<file path="src/rtl/nco_pkg.sv">
// nco_pkg: definitions shared by the NCO configuration path.
//   FREQ_W / DUTY_W  default tuning-word and duty-word widths
//   wave_t           2-bit waveform encodings
//   ctrl_byte_t      layout of the I2C control byte
//   sched_state_t    scheduler states
package nco_pkg;

    localparam int FREQ_W = 64;
    localparam int DUTY_W = 16;

    typedef enum logic [1:0] {
        WAVE_SINE     = 2'd0,
        WAVE_SQUARE   = 2'd1,
        WAVE_TRIANGLE = 2'd2,
        WAVE_SAW      = 2'd3
    } wave_t;

    // I2C control byte, MSB first: the field order fixes the bit positions
    // (enable = bit 0, wave = bits 2:1, duty select = bit 3, freq select = bit 4).
    typedef struct packed {
        logic [2:0] reserved;
        logic       freq_sel;
        logic       duty_sel;
        logic [1:0] wave;
        logic       enable;
    } ctrl_byte_t;

    typedef enum logic [1:0] {
        IDLE  = 2'd0,
        ARMED = 2'd1,
        RAMP  = 2'd2
    } sched_state_t;

endpackage

</file>
<file path="src/rtl/nco_cfg_scheduler_if.sv">
// nco_cfg_scheduler_if: configuration bus from the I2C slave to the scheduler.
//   cfg_busy        transaction in progress; falling edge = transaction complete
//   cfg_error       ack error seen; a transaction ending with this set is dropped
//   cfg_enable      requested NCO enable
//   cfg_wave        requested waveform select
//   cfg_frequency   requested tuning word
//   cfg_duty_cycle  requested duty word
// master = I2C slave side (drives), slave = scheduler side (samples).
interface nco_cfg_scheduler_if #(
    parameter int FREQ_W = nco_pkg::FREQ_W,
    parameter int DUTY_W = nco_pkg::DUTY_W
);
    logic              cfg_busy;
    logic              cfg_error;
    logic              cfg_enable;
    logic [1:0]        cfg_wave;
    logic [FREQ_W-1:0] cfg_frequency;
    logic [DUTY_W-1:0] cfg_duty_cycle;

    modport master (
        output cfg_busy, cfg_error, cfg_enable, cfg_wave, cfg_frequency, cfg_duty_cycle
    );

    modport slave (
        input cfg_busy, cfg_error, cfg_enable, cfg_wave, cfg_frequency, cfg_duty_cycle
    );
endinterface

</file>
<file path="src/rtl/nco_freq_ramp.sv">
// nco_freq_ramp: one geometric glide step of the tuning word.
//   current  tuning word presently applied
//   target   tuning word being glided toward
//   next     value to apply at the next tick
//   reached  next equals target
// step = (target - current) >>> RAMP_SHIFT, computed one bit wider so the
// difference keeps its sign; a zero step snaps straight onto the target.
module nco_freq_ramp #(
    parameter int FREQ_W     = 64,
    parameter int RAMP_SHIFT = 4
) (
    input  logic [FREQ_W-1:0] current,
    input  logic [FREQ_W-1:0] target,
    output logic [FREQ_W-1:0] next,
    output logic              reached
);
    logic signed [FREQ_W:0] diff;
    logic signed [FREQ_W:0] step;
    logic signed [FREQ_W:0] next_wide;

    // NOTE: every variable assigned in always_comb gets a value on every path
    // (here unconditionally first), otherwise synthesis infers a latch.
    always_comb begin
        diff = $signed({1'b0, target}) - $signed({1'b0, current});
        step = diff >>> RAMP_SHIFT;
        next_wide = $signed({1'b0, current}) + step;
        if (step == '0) begin
            next_wide = $signed({1'b0, target});
        end
    end

    // The arithmetic shift floors toward minus infinity, so |step| <= |diff|:
    // the glide can neither overshoot nor leave the 0..2^FREQ_W-1 range.
    assign next    = next_wide[FREQ_W-1:0];
    assign reached = (next_wide == $signed({1'b0, target}));

endmodule

</file>
<file path="src/rtl/nco_cfg_scheduler.sv">
// nco_cfg_scheduler: applies captured configuration to the NCO glitch-free.
//   clk, reset_n     clock, asynchronous active-low reset
//   cfg              configuration bus (slave modport)
//   phase_wrap       one-cycle pulse from the NCO on accumulator overflow
//   nco_enable       applied enable
//   nco_wave         applied waveform
//   nco_frequency    applied (gliding) tuning word
//   nco_duty_cycle   applied duty
//   sched_busy       an update is pending (ARMED or RAMP)
//   update_done      one-cycle pulse when the tuning word reaches its target
//   timeout_seen     sticky: a synthetic wrap was used; cleared by next capture
// Enable/wave/duty change only on a tick (phase wrap or timeout); the tuning
// word glides one geometric step per tick toward the captured target.
module nco_cfg_scheduler #(
    parameter int              FREQ_W       = nco_pkg::FREQ_W,
    parameter int              DUTY_W       = nco_pkg::DUTY_W,
    parameter int              RAMP_SHIFT   = 4,
    parameter int              WRAP_TIMEOUT = 65536,
    parameter logic [DUTY_W-1:0] DUTY_RESET = DUTY_W'(16'h8000)
) (
    input  logic               clk,
    input  logic               reset_n,
    nco_cfg_scheduler_if.slave cfg,
    input  logic               phase_wrap,
    output logic               nco_enable,
    output logic [1:0]         nco_wave,
    output logic [FREQ_W-1:0]  nco_frequency,
    output logic [DUTY_W-1:0]  nco_duty_cycle,
    output logic               sched_busy,
    output logic               update_done,
    output logic               timeout_seen
);
    import nco_pkg::*;

    localparam int              CNT_W    = $clog2(WRAP_TIMEOUT);
    localparam logic [CNT_W-1:0] CNT_LAST = CNT_W'(WRAP_TIMEOUT - 1);

    sched_state_t      state;
    logic              busy_q;
    logic [CNT_W-1:0]  tmo_cnt;
    logic              sh_enable;
    logic [1:0]        sh_wave;
    logic [FREQ_W-1:0] sh_frequency;
    logic [DUTY_W-1:0] sh_duty_cycle;

    logic              active;
    logic              capture;
    logic              synth_tick;
    logic              tick;
    logic [FREQ_W-1:0] ramp_next;
    logic              ramp_reached;

    assign active     = (state != IDLE);
    assign capture    = busy_q & ~cfg.cfg_busy & ~cfg.cfg_error;
    assign synth_tick = active && (tmo_cnt == CNT_LAST);
    assign tick       = phase_wrap | synth_tick;
    assign sched_busy = active;

    nco_freq_ramp #(
        .FREQ_W     (FREQ_W),
        .RAMP_SHIFT (RAMP_SHIFT)
    ) u_ramp (
        .current (nco_frequency),
        .target  (sh_frequency),
        .next    (ramp_next),
        .reached (ramp_reached)
    );

    // NOTE: state is updated with non-blocking assignments so every register
    // samples the pre-edge values, independent of statement order.
    always_ff @(posedge clk or negedge reset_n) begin
        if (!reset_n) begin
            state          <= IDLE;
            busy_q         <= 1'b0;
            tmo_cnt        <= '0;
            sh_enable      <= 1'b0;
            sh_wave        <= 2'd0;
            sh_frequency   <= '0;
            sh_duty_cycle  <= '0;
            nco_enable     <= 1'b0;
            nco_wave       <= 2'd0;
            nco_frequency  <= '0;
            nco_duty_cycle <= DUTY_RESET;
            update_done    <= 1'b0;
            timeout_seen   <= 1'b0;
        end else begin
            busy_q      <= cfg.cfg_busy;
            update_done <= 1'b0;

            if (capture) begin
                // A capture takes priority; a tick in the same cycle is dropped.
                sh_enable     <= cfg.cfg_enable;
                sh_wave       <= cfg.cfg_wave;
                sh_frequency  <= cfg.cfg_frequency;
                sh_duty_cycle <= cfg.cfg_duty_cycle;
                timeout_seen  <= 1'b0;
                tmo_cnt       <= '0;
                state         <= ARMED;
            end else begin
                if (!active || tick) begin
                    tmo_cnt <= '0;
                end else begin
                    tmo_cnt <= tmo_cnt + 1'b1;
                end

                if (active && tick) begin
                    if (synth_tick && !phase_wrap) begin
                        timeout_seen <= 1'b1;
                    end
                    if (state == ARMED) begin
                        nco_enable     <= sh_enable;
                        nco_wave       <= sh_wave;
                        nco_duty_cycle <= sh_duty_cycle;
                    end
                    nco_frequency <= ramp_next;
                    if (ramp_reached) begin
                        update_done <= 1'b1;
                        state       <= IDLE;
                    end else begin
                        state       <= RAMP;
                    end
                end
            end
        end
    end

endmodule

</file>
<file path="src/flat_wrapper.sv">
// flat-port wrapper written by rule: the top's interface ports become plain ports
module nco_cfg_scheduler_flat import nco_pkg::*;
#(
    parameter int              FREQ_W       = nco_pkg::FREQ_W,
    parameter int              DUTY_W       = nco_pkg::DUTY_W,
    parameter int              RAMP_SHIFT   = 4,
    parameter int              WRAP_TIMEOUT = 65536,
    parameter logic [DUTY_W-1:0] DUTY_RESET = DUTY_W'(16'h8000)
)
  (clk, reset_n, phase_wrap, nco_enable, nco_wave, nco_frequency, nco_duty_cycle, sched_busy, update_done, timeout_seen, cfg_cfg_busy, cfg_cfg_error, cfg_cfg_enable, cfg_cfg_wave, cfg_cfg_frequency, cfg_cfg_duty_cycle);
  nco_cfg_scheduler_if #(.FREQ_W(FREQ_W), .DUTY_W(DUTY_W)) cfg_i ();
  input  logic clk;
  input  logic reset_n;
  input  logic phase_wrap;
  output logic nco_enable;
  output logic [1:0] nco_wave;
  output logic [FREQ_W-1:0] nco_frequency;
  output logic [DUTY_W-1:0] nco_duty_cycle;
  output logic sched_busy;
  output logic update_done;
  output logic timeout_seen;
  input wire logic [$bits(cfg_i.cfg_busy)-1:0] cfg_cfg_busy;
  input wire logic [$bits(cfg_i.cfg_error)-1:0] cfg_cfg_error;
  input wire logic [$bits(cfg_i.cfg_enable)-1:0] cfg_cfg_enable;
  input wire logic [$bits(cfg_i.cfg_wave)-1:0] cfg_cfg_wave;
  input wire logic [$bits(cfg_i.cfg_frequency)-1:0] cfg_cfg_frequency;
  input wire logic [$bits(cfg_i.cfg_duty_cycle)-1:0] cfg_cfg_duty_cycle;
  assign cfg_i.cfg_busy = cfg_cfg_busy;
  assign cfg_i.cfg_error = cfg_cfg_error;
  assign cfg_i.cfg_enable = cfg_cfg_enable;
  assign cfg_i.cfg_wave = cfg_cfg_wave;
  assign cfg_i.cfg_frequency = cfg_cfg_frequency;
  assign cfg_i.cfg_duty_cycle = cfg_cfg_duty_cycle;
  nco_cfg_scheduler #(.FREQ_W(FREQ_W), .DUTY_W(DUTY_W), .RAMP_SHIFT(RAMP_SHIFT), .WRAP_TIMEOUT(WRAP_TIMEOUT), .DUTY_RESET(DUTY_RESET)) u_core (.clk(clk), .reset_n(reset_n), .cfg(cfg_i), .phase_wrap(phase_wrap), .nco_enable(nco_enable), .nco_wave(nco_wave), .nco_frequency(nco_frequency), .nco_duty_cycle(nco_duty_cycle), .sched_busy(sched_busy), .update_done(update_done), .timeout_seen(timeout_seen));
endmodule
</file>
<file path="config.mk">
export PLATFORM = sky130hd
export DESIGN_NAME = nco_cfg_scheduler_flat
export DESIGN_NICKNAME = d
export VERILOG_FILES = /design/src/rtl/nco_pkg.sv /design/src/rtl/nco_cfg_scheduler_if.sv /design/src/rtl/nco_freq_ramp.sv /design/src/rtl/nco_cfg_scheduler.sv /design/src/flat_wrapper.sv
export SDC_FILE = /design/constraint.sdc
export NUM_CORES = 1
export LEC_CHECK = 0
export ABC_AREA = 1
export CAP_MARGIN = 20
export CORE_MARGIN = 3
export CORE_UTILIZATION = 60
export DETAILED_ROUTE_END_ITERATION = 10
export DONT_BUFFER_PORTS = 1
export HOLD_SLACK_MARGIN = 0.03
export PLACE_DENSITY = 0.76
export SYNTH_ARGS = -nofsm -noshare
export SYNTH_HDL_FRONTEND = slang
export SYNTH_SLANG_ARGS = --single-unit
export TNS_END_PERCENT = 10
</file>
<file path="constraint.sdc">
create_clock -name clk -period 5.4 [get_ports clk]
set_input_delay 0.54 -clock clk [delete_from_list [all_inputs] [get_ports clk]]
set_output_delay 0.54 -clock clk [all_outputs]
set_load 0.02 [all_outputs]
</file>
==> metrics.md <==
| Metric | Value |
|---|---|
| Outcome | `completed` |
| First DRT Iteration DRCs | `roughly 4.6k` |
| Wire per inst | `around 20 um` |
| Worst path required time | `a little under 6 ns` |
| Routed vias | `24.3k` |
| Clock-pin slew on the worst setup and hold paths | `roughly 0.080 ns` |
| # setup viols final | `0` |
| CP max FO | `6` |
| CP Class | `register to register` |
| Syn_area_per_cell | `5.70 um2` |
| Root Buffer | `clkbuf_16` |
| Critical path buffers and inverters | `4` |
| Starting density of the core | `61.9%` |
| Routed WL | `83,800 um` |
| Num Clock Sinks | `187` |
| Most used cell, CP | `nand2_1` |
| FP Rows | `between 60 and 70` |
| Setup crit start kind | `register` |
| Post-Layout Cell Count | `slightly above 4k` |
| Placed Cells | `between 4k and 5k` |
| CTS max path bufs | `2` |
| Minimum clock period | `between 5 and 6 ns` |
| Min-delay src | `cfg_cfg_busy` |
| Die Ht | `roughly 190 um` |
| Worst hold path depth | `0` |
| Synth async-reset ratio | `100%` |
| PortBufs | `0` |
| First-pass GRT wire length | `124,000 um` |
| Max incr delay on CP | `~0.44 ns` |
| Via density | `~5.9` |
| Reg2reg end | `u_core.update_done$_DFF_PN0_` |
| Area growth from synthesis to layout | `11.9%` |
| H-tree depth | `4` |
| Core Area | `approximately 0.033 mm2` |
| Register area share after synthesis | `between 20% and 30%` |
| Mapped Cells | `roughly 3.6k` |
| Gr ovfl total | `0` |
| Hold worst-path end | `u_core.busy_q$_DFF_PN0_` |
| Slew Limit Fails | `0` |
| #FFs+latches synth | `about 190` |
| Ys Warns | `0` |
| Initial antenna violation count | `1` |
| CP Capture Type | `register` |
| Worst-case reg-to-reg path depth | `32` |
| Post-Synthesis Net Count | `3,802` |
| Critical Path Slowest Stage Cell | `dfrtp_1` |
| # DRC | `0` |
| Io pins | `around 170` |
| Detailed Routing Iterations Pass 1 | `6` |
| Max-cap violations | `0` |
| CP delay by family, top | `simple AND/OR/NAND/NOR gates` |
| Number of synthesized flops with an enable pin | `0` |
| Hold Crit Class | `input port to register` |
| Share of layout cells above drive strength 1 | `8.06%` |
| Most used flip-flop cell after synthesis | `dfrtp_1` |
| Die width | `~190 um` |
| Netlist Area Pre-Place | `0.0204 mm2` |
| RSZ-0062 raised after global routing | `yes` |
| Tightest Pin Transition | `around 0.90 ns` |
| CTS tree | `yes` |
| Unique masters post-synth | `40` |
| Arrival time at the worst endpoint | `about 5.7 ns` |
| Critical R2R Launch | `u_core.sh_frequency[23]$_DFFE_PN0P_` |
| Number of nets still failing antenna checks after routing | `0` |
| Clock Latency Late Sink | `0.46 ns` |
| Filler Cell Count | `slightly above 3k` |
| CTS buffer count | `17` |
| Number of global-route vias before repair | `approximately 22k` |
| Flop-to-flop setup slack | `0.14 ns` |
| Relative slew slack | `between 40 and 50%` |
| Post-DP HPWL | `around 70,000 um` |
| Max frequency | `roughly 190 MHz` |
| Final period utilization | `97.4%` |
| Fin util | `about 69%` |
| GRT Total Usage | `a little under half` |
| Die area | `0.0363 mm2` |
| Pin count of the biggest net entering global routing | `between 150 and 200` |
| GP Congestion | `roughly 1.2` |
| Hold Vio Cnt, Final | `0` |
| Final net count | `between 3k and 4k` |
| Diode count | `0` |
| Final setup skew | `0.0149 ns` |
## state kept, by name, summed over array words and instances (netlist names)
register	count
u_core.sh_wave	2
u_core.nco_wave	2
u_core.nco_frequency	64
u_core.timeout_seen	1
u_core.busy_q	1
u_core.sh_duty_cycle	16
u_core.sh_enable	1
u_core.sh_frequency	64
u_core.tmo_cnt	16
u_core.nco_duty_cycle	16
u_core.update_done	1
u_core.nco_enable	1
u_core.state	2
## placed cells by master, fill, tap and decap left out, drive strengths merged, types with 25 or more instances in the layout
master and n:
nand3b 74, nand2 1348, nor2 319, ha 129, o21ai 255, dfrtp 186, a21oi 133, nand4 37
nor3 25, inv 673, xor2 51, nand3 193, buf 146
## kinds of logic (layout without fill, tap and decap cells)
kind of cell,Yosys count,count (layout),share of synthesized area [%]
AO/OA/AOI/OAI,447,447,11.6
XOR/XNOR,66,66,2.83
adder cells (fa/ha/maj),130,130,7.99
buffers and inverters,735,848,13.9
flip-flops,187,187,22.9
AND/OR/NAND/NOR,2019,2019,40.8
## area by class of cell
class	instances	area (um2)	area share [%]
clock buffer	20	447	1.95
inverter	670	2520	11.0
multi-input combinational	2662	13400	58.5
tap	442	553	2.42
sequential	187	4690	20.5
timing repair buffer	146	1150	5.02
clock inverter	12	130	0.569
## metal layers
layer  vias up  track usage, %  wire length [um]
met5         -               0                13
met4         2            19.5              4460
met3       313            19.0             14400
met2      1723            63.9             33100
met1     10900            59.9             31900
li1      11300               -                 -
## timing repair
item | CTS | global route
endpoints found under the setup margin | 0 | 7
gates resized for setup | 0 | 105
endpoints found under the hold margin | 187 | 0
hold buffers | 1 | 0
buffers inserted | 0 | 5
## Yosys cell counts (2+ instances only)
master       n  share of area (%)
nand2_1   1344                 25
inv_1      659                 12
nor2_1     310                5.7
o21ai_0    255                6.2
nand3_1    192                4.7
dfrtp_1    186                 23
a21oi_1    133                3.3
ha_1       129                7.9
nand3b_1    74                2.7
xor2_1      51                2.2
clkbuf_1    43               0.79
nand4_1     37                1.1
nor3_1      22               0.54
a31oi_1     16               0.49
xnor2_1     15               0.64
o21bai_1    14               0.51
a21o_1      10               0.37
buf_2        9               0.22
inv_2        9               0.17
nor2_2       9               0.28
nor4_1       9               0.28
buf_6        8               0.44
o21a_1       8               0.29
and2_1       7               0.21
nand2_2      4               0.12
nor3b_1      4               0.15
a21boi_0     3               0.11
a221oi_1     3               0.13
and3_1       3              0.092
buf_1        3              0.055
nor3_2       3               0.15
a211oi_1     2              0.073
buf_4        2              0.073
clkinv_1     2              0.037
## per-stage QoR
| step | setup slack (ns) | hold WS [ns] | instance area, um2 | TNS, ns |
|---|---|---|---|---|
| floorplan | 1.34 | 0.244 | 20400 | 0 |
| global placement | 0.0974 | 0.249 | 21700 | 0 |
| detailed placement | 0.114 | 0.248 | 21700 | 0 |
| CTS | 0.0918 | 0.104 | 22400 | 0 |
| global route | -0.0826 | 0.102 | 22900 | -0.146 |
| finish | 0.140 | 0.113 | 22900 | 0 |
## worst register-to-register path: cells and delay by family, from the launching register on
kind	cells	cell delay, ns
DFF	1	0.44
buffers and inverters	4	0.30
xor gates and xnor gates	1	0.15
adders and majority gates	2	0.81
and+or+nand+nor	25	3.48
## how the worst max path moves through the flow
| stage | start | endpoint | slack [ns] | cells after the start |
|---|---|---|---|---|
| 6_report | u_core.sh_frequency[23]$_DFFE_PN0P_ | u_core.update_done$_DFF_PN0_ | 0.14 | 32 |
| 3_5_place_dp | u_core.sh_frequency[35]$_DFFE_PN0P_ | u_core.state[1]$_DFFE_PN0P_ | 0.11 | 31 |
| 4_1_cts | u_core.sh_frequency[35]$_DFFE_PN0P_ | u_core.state[1]$_DFFE_PN0P_ | 0.09 | 31 |
| 5_1_grt | u_core.sh_frequency[46]$_DFFE_PN0P_ | u_core.update_done$_DFF_PN0_ | -0.08 | 29 |
| 2_1_floorplan | u_core.nco_frequency[1]$_DFFE_PN0P_ | u_core.state[1]$_DFFE_PN0P_ | 1.34 | 37 |
| 3_3_place_gp | u_core.sh_frequency[37]$_DFFE_PN0P_ | u_core.state[1]$_DFFE_PN0P_ | 0.1 | 31 |
Power is not shown: default switching activity piles up to over one toggle a cycle in this logic, so the estimate is an artifact.
